[src/rtl/alu_multicycle_pkg.sv]
// -----------------------------------------------------------------------------
// alu_multicycle_pkg
// Shared definitions for the execution-stage ALU. The ALU control decoder
// uses the same 4-bit op codes, so they live here rather than in the ALU.
//   - OP_* : ALUOperation encodings (anything not listed produces 0)
//   - ST_* : state encodings of the ALU's start/busy/done FSM
// -----------------------------------------------------------------------------
package alu_multicycle_pkg;

  localparam logic [3:0] OP_AND = 4'b0000;
  localparam logic [3:0] OP_OR  = 4'b0001;
  localparam logic [3:0] OP_NOR = 4'b0010;
  localparam logic [3:0] OP_ADD = 4'b0011;
  localparam logic [3:0] OP_SUB = 4'b0100;
  localparam logic [3:0] OP_MUL = 4'b0101;
  localparam logic [3:0] OP_NOP = 4'b1001;

  localparam logic [0:0] ST_IDLE = 1'b0;
  localparam logic [0:0] ST_MUL  = 1'b1;

endpackage : alu_multicycle_pkg

[src/rtl/alu_multicycle_mul_shift_add.sv]
// -----------------------------------------------------------------------------
// alu_multicycle_mul_shift_add
// Iterative unsigned shift-add multiplier: one partial product per clock,
// NBITS clocks per multiplication.
//   clk     : system clock, rising edge
//   reset   : asynchronous, active-low
//   load    : capture A/B, clear accumulator and counter, start iterating
//   A, B    : multiplicand / multiplier (sampled only when load=1)
//   product : accumulator value being written at this edge (includes the
//             current partial product), so it is the full product when last=1
//   last    : this edge performs the final (NBITS-th) iteration
// -----------------------------------------------------------------------------
module alu_multicycle_mul_shift_add #(
  parameter int NBITS = 32
) (
  input  logic               clk,
  input  logic               reset,
  input  logic               load,
  input  logic [NBITS-1:0]   A,
  input  logic [NBITS-1:0]   B,
  output logic [2*NBITS-1:0] product,
  output logic               last
);

  localparam int CNT_W = $clog2(NBITS) + 1;

  logic [2*NBITS-1:0] r_acc;
  logic [2*NBITS-1:0] r_mcand;
  logic [NBITS-1:0]   r_mplier;
  logic [CNT_W-1:0]   r_cnt;
  logic               r_active;

  logic [2*NBITS-1:0] w_addend;
  logic [2*NBITS-1:0] w_acc_next;

  assign w_addend   = r_mplier[0] ? r_mcand : '0;
  assign w_acc_next = r_acc + w_addend;
  assign product    = w_acc_next;
  assign last       = r_active && (r_cnt == CNT_W'(NBITS - 1));

  // NOTE: state registers use non-blocking assignments so every register in
  // this block samples pre-edge values, matching the hardware they describe.
  always_ff @(posedge clk or negedge reset) begin
    if (!reset) begin
      r_acc    <= '0;
      r_mcand  <= '0;
      r_mplier <= '0;
      r_cnt    <= '0;
      r_active <= 1'b0;
    end else if (load) begin
      r_acc    <= '0;
      r_mcand  <= {{NBITS{1'b0}}, A};
      r_mplier <= B;
      r_cnt    <= '0;
      r_active <= 1'b1;
    end else if (r_active) begin
      r_acc    <= w_acc_next;
      r_mcand  <= r_mcand << 1;
      r_mplier <= r_mplier >> 1;
      r_cnt    <= r_cnt + 1'b1;
      if (last) r_active <= 1'b0;
    end
  end

endmodule : alu_multicycle_mul_shift_add

[src/rtl/alu_multicycle.sv]
// -----------------------------------------------------------------------------
// alu_multicycle
// Execution-stage ALU with a start/busy/done handshake. AND/OR/NOR/ADD/SUB
// (and undefined codes, which yield 0) complete in one cycle; unsigned MUL
// iterates for NBITS cycles and returns a 2*NBITS product.
//   clk          : system clock, rising edge
//   reset        : asynchronous, active-low; clears all state
//   start        : request, accepted only when idle
//   ALUOperation : 4-bit op code from ALU control
//   A, B         : operands
//   ALUResult    : result (low product half for MUL)
//   ResultHi     : high product half for MUL, 0 otherwise
//   Zero         : ALUResult == 0, registered with ALUResult
//   busy         : high while a MUL iterates
//   done         : one-cycle pulse when the outputs have been updated
// -----------------------------------------------------------------------------
module alu_multicycle
  import alu_multicycle_pkg::*;
#(
  parameter int NBITS = 32
) (
  input  logic             clk,
  input  logic             reset,
  input  logic             start,
  input  logic [3:0]       ALUOperation,
  input  logic [NBITS-1:0] A,
  input  logic [NBITS-1:0] B,
  output logic [NBITS-1:0] ALUResult,
  output logic [NBITS-1:0] ResultHi,
  output logic             Zero,
  output logic             busy,
  output logic             done
);

  logic [0:0]       r_state;
  logic [NBITS-1:0] r_result;
  logic [NBITS-1:0] r_result_hi;
  logic             r_zero;
  logic             r_busy;
  logic             r_done;

  logic             w_accept;
  logic             w_mul_load;
  logic [NBITS-1:0] w_single;
  logic [2*NBITS-1:0] w_product;
  logic             w_mul_last;

  assign w_accept   = (r_state == ST_IDLE) && start;
  assign w_mul_load = w_accept && (ALUOperation == OP_MUL);

  // NOTE: the default assignment ahead of the case keeps this block purely
  // combinational for every op code, so no latch is inferred.
  always_comb begin
    w_single = '0;
    case (ALUOperation)
      OP_AND:  w_single = A & B;
      OP_OR:   w_single = A | B;
      OP_NOR:  w_single = ~(A | B);
      OP_ADD:  w_single = A + B;
      OP_SUB:  w_single = A - B;
      default: w_single = '0;
    endcase
  end

  alu_multicycle_mul_shift_add #(.NBITS(NBITS)) u_mul (
    .clk     (clk),
    .reset   (reset),
    .load    (w_mul_load),
    .A       (A),
    .B       (B),
    .product (w_product),
    .last    (w_mul_last)
  );

  always_ff @(posedge clk or negedge reset) begin
    if (!reset) begin
      r_state     <= ST_IDLE;
      r_result    <= '0;
      r_result_hi <= '0;
      r_zero      <= 1'b1;
      r_busy      <= 1'b0;
      r_done      <= 1'b0;
    end else begin
      r_done <= 1'b0;
      case (r_state)
        ST_IDLE: begin
          if (w_accept) begin
            if (ALUOperation == OP_MUL) begin
              // Outputs keep their previous values while the multiply runs.
              r_state <= ST_MUL;
              r_busy  <= 1'b1;
            end else begin
              r_result    <= w_single;
              r_result_hi <= '0;
              r_zero      <= (w_single == '0);
              r_done      <= 1'b1;
            end
          end
        end
        ST_MUL: begin
          // start is deliberately ignored here; requests are not queued.
          if (w_mul_last) begin
            r_result    <= w_product[NBITS-1:0];
            r_result_hi <= w_product[2*NBITS-1:NBITS];
            r_zero      <= (w_product[NBITS-1:0] == '0);
            r_state     <= ST_IDLE;
            r_busy      <= 1'b0;
            r_done      <= 1'b1;
          end
        end
        default: begin
          r_state <= ST_IDLE;
          r_busy  <= 1'b0;
        end
      endcase
    end
  end

  assign ALUResult = r_result;
  assign ResultHi  = r_result_hi;
  assign Zero      = r_zero;
  assign busy      = r_busy;
  assign done      = r_done;

endmodule : alu_multicycle

[config.mk]
export PLATFORM = sky130hd
export DESIGN_NAME = alu_multicycle
export DESIGN_NICKNAME = d
export VERILOG_FILES = /design/src/rtl/alu_multicycle_pkg.sv /design/src/rtl/alu_multicycle_mul_shift_add.sv /design/src/rtl/alu_multicycle.sv
export SDC_FILE = /design/constraint.sdc
export NUM_CORES = 1
export LEC_CHECK = 0
export ABC_AREA = 0
export CAP_MARGIN = 20
export CORE_ASPECT_RATIO = 1.2
export CORE_MARGIN = 2
export CORE_UTILIZATION = 54
export DETAILED_ROUTE_END_ITERATION = 16
export PLACE_DENSITY = 0.78
export SETUP_SLACK_MARGIN = 0.4
export SLEW_MARGIN = 30
export SYNTH_ARGS = -nofsm -noshare
export SYNTH_HDL_FRONTEND = slang
export SYNTH_SLANG_ARGS = --single-unit
[constraint.sdc]
create_clock -name clk -period 4.2 [get_ports clk]
set_clock_uncertainty 0.15 [all_clocks]
set_input_delay 1.05 -clock clk [delete_from_list [all_inputs] [get_ports clk]]
set_output_delay 1.05 -clock clk [all_outputs]
set_load 0.01 [all_outputs]
==> results.yml <==
floorplan:
  dieArea_um2: 33700
  dieWidth_um: 168
  core_area_um2: 32000
  std_cell_rows: 72
  io_pins: 138
  start_util_pct: 54.5
  die_h_um: 201
outcome:
  violations: "negative setup slack"
  status: "finished with violations"
routing:
  drt_pass1_iterations: 6
  avgViaCountPerCell: 6.17
  drcViolationCount: 0
  wl_mm: 58.2
  drtIter0Drc: 1644
  ant_nets: 0
  avgRoutedWirePerCell_um: 20.0
  dr_total_vias: 17986
placed_design:
  hpwl_mm: 38.9
  port-buffer-count: 137
  routabilityCongestion: 0.902
  dp_worst_setup_slack_ps: -1960
  placedCellCount: 2765
cells_and_area:
  fill_cells: 2131
  multi_input_area_um2: 12400
  finalNetCount: 2657
  diodes: 0
  final_layout_size_suffix_gt1_share_pct: 27.6
  area_delta_synth_final_pct: 40.2
  seq_area_um2: 5890
  final_cells: 2913
power:
  p_leak_nw: 11.4
  cellPowerDensity_nw_per_um2: 658
  vdd_drop_max_uv: 386
  report.power.total_mw: 16.1
yosys:
  synth_fp_nets: 2239
  ys.flop_type: "dfrtp_1"
  yosysTopAreaCellShare_pct: 33.6
  synthTopCellsByArea: "dfrtp_1 (34%), mux2i_1 (8.0%), ha_1 (7.0%)"
  ys_types: 80
  yosysMostFrequentCell: "nor2_1"
  yosys-top-cells-count: "nor2_1 (258), dfrtp_1 (234), a21oi_1 (218)"
  ys_warn_count: 0
  yosysTopAreaCell: "dfrtp_1"
  synth_seq_cells: 235
  syn_avg_cell_area_um2: 8.43
  ys_seq_area_share_pct: 33.7
  synth_area_um2: 17400
  synth_edf_count: 0
  ys_async_sr_fraction_pct: 100
  netlist_instances: 2068
flow_run:
  maxCapViolCount: 0
clock_network:
  clockBufferDepth: 3
  clock_sinks: 235
  cts_tree: "built"
  path_clk_slew_ps: 60
  insertion_delay_ps: 560
  cts_root_buffer: "clkbuf_16"
  cts_buffers: 26
  htreeDepth: 1
  hold_buffers: 0
worst_setup_path:
  crit_required_ps: 4530
  crit_fanout: 2
  arrival_ps: 5470
  critPathCaptureType: "flip-flop"
  worstSetupPathType: "primary input to flip-flop"
  crit_path_start_kind: "primary input"
sta:
  slew_headroom_pct: 35.3
  hold_violations: 0
  report.final.slew_viol_count: 0
  rsz0062_at_grt: "yes"
  whs_ps: 318
  min_period_over_period_pct: 123
  setup_slack_ps: -946
  finalSetupViolCount: 12
  tightest_slew_ps: 970
  final.setup.tns_ps: -4310
  layout_min_cycle_time_ps: 5150
  clock.fmax_mhz: 194
global_route:
  grt_pass1_wl_mm: 89.3
  grt.total_usage_pct: 32.1
  grt_pass1_vias: 17872
  antenna_found_initial: 0
  gr-total-overflow: 0
  grt_max_degree: 127
worst_hold_path:
  holdCritPathClass: "flip-flop to flip-flop"
[placed cells by master (no fill, tap or decap), drive strengths merged, types with 14 or more instances in the layout]
| cell | synthesis | final |
|---|---|---|
| ha | 98 | 98 |
| a21oi | 220 | 220 |
| or3 | 14 | 14 |
| xnor2 | 63 | 63 |
| nor3 | 54 | 54 |
| o21ai | 134 | 134 |
| and3 | 15 | 15 |
| clkdlybuf4s50 | 0 | 122 |
| nor2 | 258 | 258 |
| clkbuf | 119 | 34 |
| and2 | 72 | 72 |
| a22o | 20 | 20 |
| nand3 | 22 | 22 |
| mux2i | 140 | 140 |
| o21bai | 17 | 17 |
| a22oi | 24 | 24 |
| inv | 30 | 30 |
| nand2 | 153 | 153 |
| xor2 | 43 | 43 |
| a21o | 58 | 58 |
| buf | 17 | 395 |
| a211oi | 20 | 20 |
| dfrtp | 234 | 234 |
| o31ai | 14 | 14 |
| nand4 | 31 | 31 |
| o21a | 23 | 23 |
[layer usage]
layer  wire, um  up-vias  GRT usage [%]
met5          0        -              0
met4       3200        0           15.0
met3       3510      236           2.88
met2      28700      815           56.3
met1      22800     8598           39.9
li1           -     8337              -
[kinds of logic (layout without fill, tap and decap cells)]
kind of cell	count (synthesis)	count (layout)	synth area share, %
simple gates	690	690	18.9
flops	235	235	33.7
mux	140	140	8.04
compound gates	631	631	23.1
fa+ha+maj	100	100	7.26
buf+inv	166	604	3.65
xor+xnor	106	106	5.33
[sequential cells by signal (all words and copies together) (netlist names)]
signal,count
ResultHi,32
ALUResult,32
busy,1
Zero,1
u_mul.r_mcand,64
u_mul.r_mplier,32
u_mul.r_cnt,6
u_mul.r_active,1
r_state,1
u_mul.r_acc,64
done,1
[worst max-delay path, stage by stage]
cell and delay (ps):
buf_6 70, inv_2 40, buf_4 120, buf_4 120, buf_4 130, buf_4 120, buf_4 120, buf_4 120
buf_4 120, buf_4 120, buf_4 120, buf_4 120, ha_1 180, mux2i_1 120, a32oi_1 220, buf_4 180
nor4b_1 280, buf_4 210, o2111a_1 220, nand4_1 130, nor4_2 330, or4b_4 510, or4_4 490, o31ai_2 220
[worst paths after layout]
check,end,start,cells past startpoint,slack [ps]
worst max-delay path,Zero,B[0],24,-950
worst min-delay path,ResultHi[24],ResultHi[24],2,320
worst max register to register,Zero,u_mul.r_mplier[0],15,-20
worst min register to register,ResultHi[24],ResultHi[24],2,320
max in group asynchronous,u_mul.r_mcand[54],reset,2,2560
min in group asynchronous,ResultHi[22],reset,1,350
[report_power, final]
part / internal (mW) / switching [mW]
Sequential: 3.26 / 0.787
Clock: 1.53 / 1.00
Combinational: 4.42 / 5.10
Total: 9.20 / 6.89
[cell type report]
type | count | area share, %
Clock inverter | 14 | 0.901
Clock buffer | 34 | 2.95
Tap cell | 407 | 2.08
Multi-Input combinational cell | 1667 | 50.7
Timing Repair Buffer | 526 | 18.8
Inverter | 30 | 0.471
Sequential cell | 235 | 24.1
[repair_timing]
item,in CTS,in global routing
setup buffers,69,28
gates cloned,2,0
pin swaps,128,114
endpoints found under the setup margin,64,68
gates resized for setup,215,182
[stage by stage]
step,instance area [um^2],utilization (%)
3_5_place_dp,21100,66.0
5_1_grt,24400,76.4
6_report,24400,76.4
3_3_place_gp,21100,66.0
4_1_cts,23400,73.2
2_1_floorplan,17600,-
Power figures use the tool's default switching activity.
==> RTL change 1 (config.mk and constraints unchanged) <==
Reset style: synchronous (`reset`), changed in 2 clocked blocks. Comments in the files are not updated.
--- a/src/rtl/alu_multicycle_mul_shift_add.sv
+++ b/src/rtl/alu_multicycle_mul_shift_add.sv
@@ -41,5 +41,5 @@
   // NOTE: state registers use non-blocking assignments so every register in
   // this block samples pre-edge values, matching the hardware they describe.
-  always_ff @(posedge clk or negedge reset) begin
+  always_ff @(posedge clk) begin
     if (!reset) begin
       r_acc    <= '0;
--- a/src/rtl/alu_multicycle.sv
+++ b/src/rtl/alu_multicycle.sv
@@ -73,5 +73,5 @@
   );
 
-  always_ff @(posedge clk or negedge reset) begin
+  always_ff @(posedge clk) begin
     if (!reset) begin
       r_state     <= ST_IDLE;
Formal check against the unedited RTL: differs if reset is asserted again (counterexample within 4 cycles, from zero or initial values and one cycle with reset low); with reset held inactive, the same outputs for 4 cycles.
==> RTL change 1 against the original RTL <==
The run still ends with setup timing left. Register-to-register slack improved by 0.25 ns. Sequential cell count is the same. Area after synthesis is 1.1% lower. Cell count down 0.34%. Wire length is 3.4% higher. Design area decreased by 4.0%. Worst setup slack improved by 0.57 ns.
Power is not compared: it rests on default switching activity, and its combinational part moved more than twofold at a synthesized area within 25%.
==> RTL change 1: results (changes against the original RTL) <==
stage,metric,value,unit,change
sta,worst_hold_slack,0.305,ns,-0.0132 ns
grt,use_met2,61.8,%,+5.4 points
outcome,violations,setup timing,,
final_layout,drive_gt1_share,25.1,%,-2.5 points
final_layout,fin_nets,2653,,-0.15%
drt,wirelength,60.1,mm,+3.4%
yosys,synth_cell_type_count,92,,+15%
drt,met1Wirelength,25.0,mm,+9.9%
drt,dr.first_iter.drc_count,1289,,-22%
drt,wl_met3,3.05,mm,-13%
placed_design,dp.cells,2806,,+1.5%
placed_design,post-dp-hpwl,45.1,mm,+16%
outcome,status,finished with violations,,
yosys,syn_nets,2303,,+2.9%
final_layout,fill_cells,2350,,+10%
grt,grt_max_degree,75,,-41%
grt,gr-usage-met3,3.45,%,+0.57 points
placed_design,place_congestion,0.994,,+10%
sta,worst_slew_pin_slew,0.908,ns,-0.0619 ns
setup_path,reg2regPathDepth,14,,-1
drt,viasPerCell,6.09,,-1.3%
grt,grt_use_total,34.4,%,+2.3 points
grt,grt_first_pass_wirelength,92.4,mm,+3.6%
grt,grt_pass1_vias,17600,,-1.7%
yosys,synthTopCellsByCount,"dfxtp_1, nand2_1, nor2_1, mux2i_1, a21oi_1",,
placed_design,place_worst_setup_slack,-1.47,ns,+0.489 ns
sta,setup_violations,11,,-1
yosys,synth.area.top_cells,"dfxtp_1, mux2i_1, ha_1",,
hold_path,whs_path_depth,2,,unchanged
setup_path,reg2reg_slack,0.23,ns,+0.25 ns
setup_path,r2r-start,u_mul.r_mplier[0],,
yosys,synthArstFlopShare,0,%,-100 points
setup_path,arrival,4.90,ns,-0.57 ns
sta,finalSetupTns,-2.05,ns,+2.26 ns
setup_path,slowest_delay,0.39,ns,-0.12 ns
setup_path,cp_slowest_cell,or3_4,,
drt,wl_met2,29.4,mm,+2.5%
setup_path,crit_fanout,3,,+1
hold_path,min-delay-start,ResultHi[15],,
drt,firstDrtPassIters,7,,+1
final_layout,final_cells,2903,,-0.34%
hold_path,hold_end,ResultHi[15],,
setup_path,rr_endpoint,Zero,,
grt,grt_use_met1,42.0,%,+2.1 points
yosys,syn_inst,2132,,+3.1%
yosys,yosysSeqAreaShare,27.3,%,-6.4 points
sta,setup_slack,-0.375,ns,+0.571 ns
RTL change 1: changes by cell type in the layout (fill, tap and decap cells not counted), sizes merged, moves of 27 or more:
cell	delta
o211a	+62
nor2	-59
o21ai	-36
maj3	+27
dfxtp	+235
nand2	+69
dfrtp	-234
buf	-44
a21oi	-82
RTL change 1: worst max path at each step:
stage,startpoint,end,cells after the start
6_report,B[7],ALUResult[30],23
5_1_grt,B[7],Zero,20
4_1_cts,B[7],Zero,21
3_5_place_dp,B[9],ALUResult[31],19
3_3_place_gp,B[9],ALUResult[31],19
2_1_floorplan,B[7],Zero,20
RTL change 1: where the power goes:
group          switching [mW]  internal, mW
registers              0.0346          2.26
clock network            1.01          1.46
logic                   0.770         0.745
RTL change 1: repair_timing:
action,4_1_cts,5_1_grt
endpoints found under the setup margin,50,56
buffers inserted,31,18
pin swaps,95,100
resized for setup,188,140
RTL change 1: per-stage QoR:
step / utilization [%] / area, um^2
global route: 74.9 / 23500
floorplan: - / 17500
finish: 74.9 / 23500
detailed placement: 66.9 / 21000
CTS: 72.2 / 22700
global placement: 66.9 / 21000
RTL change 1: area by class of cell:
type	instances	area (um^2)	share of cell area, %
multi-input combinational	1704	13100	55.9
sequential	235	4710	20.1
timing repair buffer	475	4070	17.3
clock buffer	32	714	3.04
tap	401	502	2.14
clock inverter	16	199	0.847
inverter	40	150	0.639
RTL change 1: logic make-up (layout without fill, tap and decap cells):
| logic type | Yosys count | count (layout) | synth area share (%) |
|---|---|---|---|
| xor gates and xnor gates | 112 | 112 | 5.69 |
| buffers and inverters | 193 | 563 | 4.33 |
| AOI/OAI and AO/OA | 611 | 611 | 25.5 |
| DFF | 235 | 235 | 27.3 |
| muxes | 150 | 150 | 8.71 |
| and+or+nand+nor | 704 | 704 | 19.6 |
| adders and majority gates | 127 | 127 | 8.91 |
==> RTL change 2 (same settings) <==
Made on the original files. `NBITS` is set to 32 in 2 places; all go to 16.
--- a/src/rtl/alu_multicycle_mul_shift_add.sv
+++ b/src/rtl/alu_multicycle_mul_shift_add.sv
@@ -12,5 +12,5 @@
 // -----------------------------------------------------------------------------
 module alu_multicycle_mul_shift_add #(
-  parameter int NBITS = 32
+  parameter int NBITS = 16
 ) (
   input  logic               clk,
--- a/src/rtl/alu_multicycle.sv
+++ b/src/rtl/alu_multicycle.sv
@@ -18,5 +18,5 @@
   import alu_multicycle_pkg::*;
 #(
-  parameter int NBITS = 32
+  parameter int NBITS = 16
 ) (
   input  logic             clk,
Interface: changed (resized A, ALUResult, B and ResultHi); port bits go from 138 to 74. The function was not compared with the original's and may differ.
==> RTL change 2 against the original RTL <==
Cell count is 52% lower. Total power decreased by 59%. Largest cell class unchanged. Count of clock-buffer cells in the layout fell by 15. Worst setup slack gained 1.0 ns. Die area is 50% lower. Largest power group unchanged. Sequential cell count fell by 113. Area after synthesis shrank 51%. Design area shrank 54%. Wire length shrank 55%.
==> RTL change 2: results (changes against the original RTL) <==
stage,metric,value,unit,change
clock_tree,clk_pin_slew,0.05,ns,
grt,grt_pass1_vias,8196,,-54%
yosys,yosysSeqAreaShare,35.5,%,+1.8 points
drt,vias,8406,,-53%
yosys,syn_nets,1092,,-51%
setup_path,slowest_delay,0.68,ns,+0.17 ns
power_and_ir_drop,p_int,3.98,mW,-57%
drt,firstDrtPassIters,8,,+2
placed_design,post-dp-hpwl,18.3,mm,-53%
outcome,status,completed,,
final_layout,top_regs,"u_mul.r_acc: 32 flops, u_mul.r_mcand: 32 flops",,
grt,grt_max_degree,51,,-60%
clock_tree,cts_buffers,17,,-35%
clock_tree,htree_levels,4,,+3
final_layout,drive_gt1_share,20.5,%,-7.2 points
setup_path,reg2regPathDepth,12,,-3
sta,relSlewSlack,48.2,%,+13 points
hold_path,hold_class,register to register,,
drt,route.detailed.wl_per_inst,18.9,um,-5.6%
final_layout,antenna_cells,0,,unchanged
setup_path,cp-end-kind,register,,
hold_path,min-delay-start,ResultHi[10],,
setup_path,r2r-start,u_mul.r_mplier[0],,
yosys,syn_area_per_cell,8.60,um^2,+2.0%
clock_tree,clk_path_buf_depth,2,,-1
clock_tree,clk_latency,0.43,ns,-0.13 ns
drt,viasPerCell,6.06,,-1.8%
grt,grt_first_pass_wirelength,40.9,mm,-54%
clock_tree,root_buffer,clkbuf_16,,
setup_path,crit_fanout,6,,+4
setup_path,arrival,4.33,ns,-1.14 ns
final_layout,fill_cells,1161,,-46%
placed_design,place_worst_setup_slack,-0.786,ns,+1.18 ns
power_and_ir_drop,vdd_drop_max,0.000318,V,-18%
placed_design,place_congestion,0.909,,+0.81%
sta,worst_hold_slack,0.332,ns,+0.0140 ns
hold_path,hold_end,ResultHi[10],,
grt,grt_use_total,30.9,%,-1.2 points
yosys,synthTopCellsByCount,"nor2_1, dfrtp_1, a21oi_1, nand2_1, o21ai_0",,
drt,dr.first_iter.drc_count,666,,-59%
setup_path,reg2reg_slack,0.61,ns,+0.63 ns
setup_path,startpoint,B[10],,
setup_path,cp_top_family,compound AO/OA/AOI/OAI gates,,
yosys,synth.area.top_cells,"dfrtp_1, mux2i_1, ha_1",,
setup_path,cp_slowest_cell,clkdlybuf4s50_1,,
yosys,synth_cell_type_count,78,,-2.5%
final_layout,fin_nets,1257,,-53%
placed_design,numPortBuffers,73,,-47%
setup_path,rr_endpoint,ALUResult[14],,
power_and_ir_drop,p_leak,5.43,nW,-52%
==> RTL change 2: cell types whose count changed in the layout (fill, tap and decap cells not counted), moves of 26 or more <==
cell             change
xnor2_1             -26
buf_4              -201
mux2i_1             -71
nor3_1              -28
clkdlybuf4s50_1     -64
nor2_1             -122
a21oi_1             -98
a21o_1              -39
buf_6               -49
dfrtp_1            -112
nand4_1             -27
nand2_1             -61
==> RTL change 2: worst reg2reg max path, cell delays in order, from the launching register on <==
cell and delay (ns):
dfrtp_1 0.41, buf_4 0.19, and2_1 0.18, fa_1 0.43, a21o_2 0.23, a221oi_2 0.34
o211ai_1 0.22, a31o_1 0.25, a21o_1 0.19, a31oi_1 0.25, xor2_1 0.26, nor2_1 0.10
a221o_1 0.26
==> RTL change 2: how the worst max path moves through the flow <==
stage / endpoint / slack [ns]
finish: Zero / 0.06
global route: Zero / -0.06
CTS: Zero / -0.04
detailed placement: Zero / -0.79
global placement: Zero / -0.73
floorplan: Zero / -0.02
==> RTL change 2: through the flow <==
| step | cell area, um^2 | utilization (%) |
|---|---|---|
| 2_1_floorplan | 8690 | - |
| 3_3_place_gp | 10300 | 66.0 |
| 3_5_place_dp | 10300 | 66.0 |
| 4_1_cts | 11200 | 71.8 |
| 5_1_grt | 11300 | 72.8 |
| 6_report | 11300 | 72.8 |
==> RTL change 2: logic make-up (layout without fill, tap and decap cells) <==
group	count (synthesis)	in the layout	synth area share, %
compound gates	277	277	20.4
simple gates	347	347	19.0
buf+inv	75	253	3.33
xor+xnor	57	57	5.80
mux	69	69	8.06
flops	122	122	35.5
fa+ha+maj	53	53	7.88
==> RTL change 2: what timing repair did <==
item                                    CTS  global route
endpoints found under the setup margin   12             8
buffers inserted                         13             7
resized for setup                        92            25
gates cloned                              1             0
pin swaps                                33            32
hold endpoints to repair                  0             0
==> RTL change 2: per-layer routing <==
layer  GRT usage, %  wire length (um)  share of wire (%)
met4           14.8              1200                4.6
met5              0                 0                  0
met2           56.4             13300                 51
met3           4.13              1310                5.0
met1           35.7             10300                 39
==> RTL change 2: power groups by stage <==
stage / logic (mW) / registers, mW / clock network, mW
after global routing: 3.34 / 1.99 / 1.60
after CTS: 3.00 / 1.94 / 1.53
after floorplan: 1.99 / 1.90 / 0
after detailed placement: 2.92 / 1.95 / 0
final: 3.06 / 1.95 / 1.53
after global placement: 2.84 / 1.94 / 0
==> RTL change 2: layout make-up <==
type                            instances  area share [%]
Sequential cell                       122            27.0
Timing Repair Buffer                  207            15.7
Inverter                               14           0.485
Clock buffer                           19            3.99
Clock inverter                         13            1.48
Multi-Input combinational cell        803            49.1
Tap cell                              208            2.29
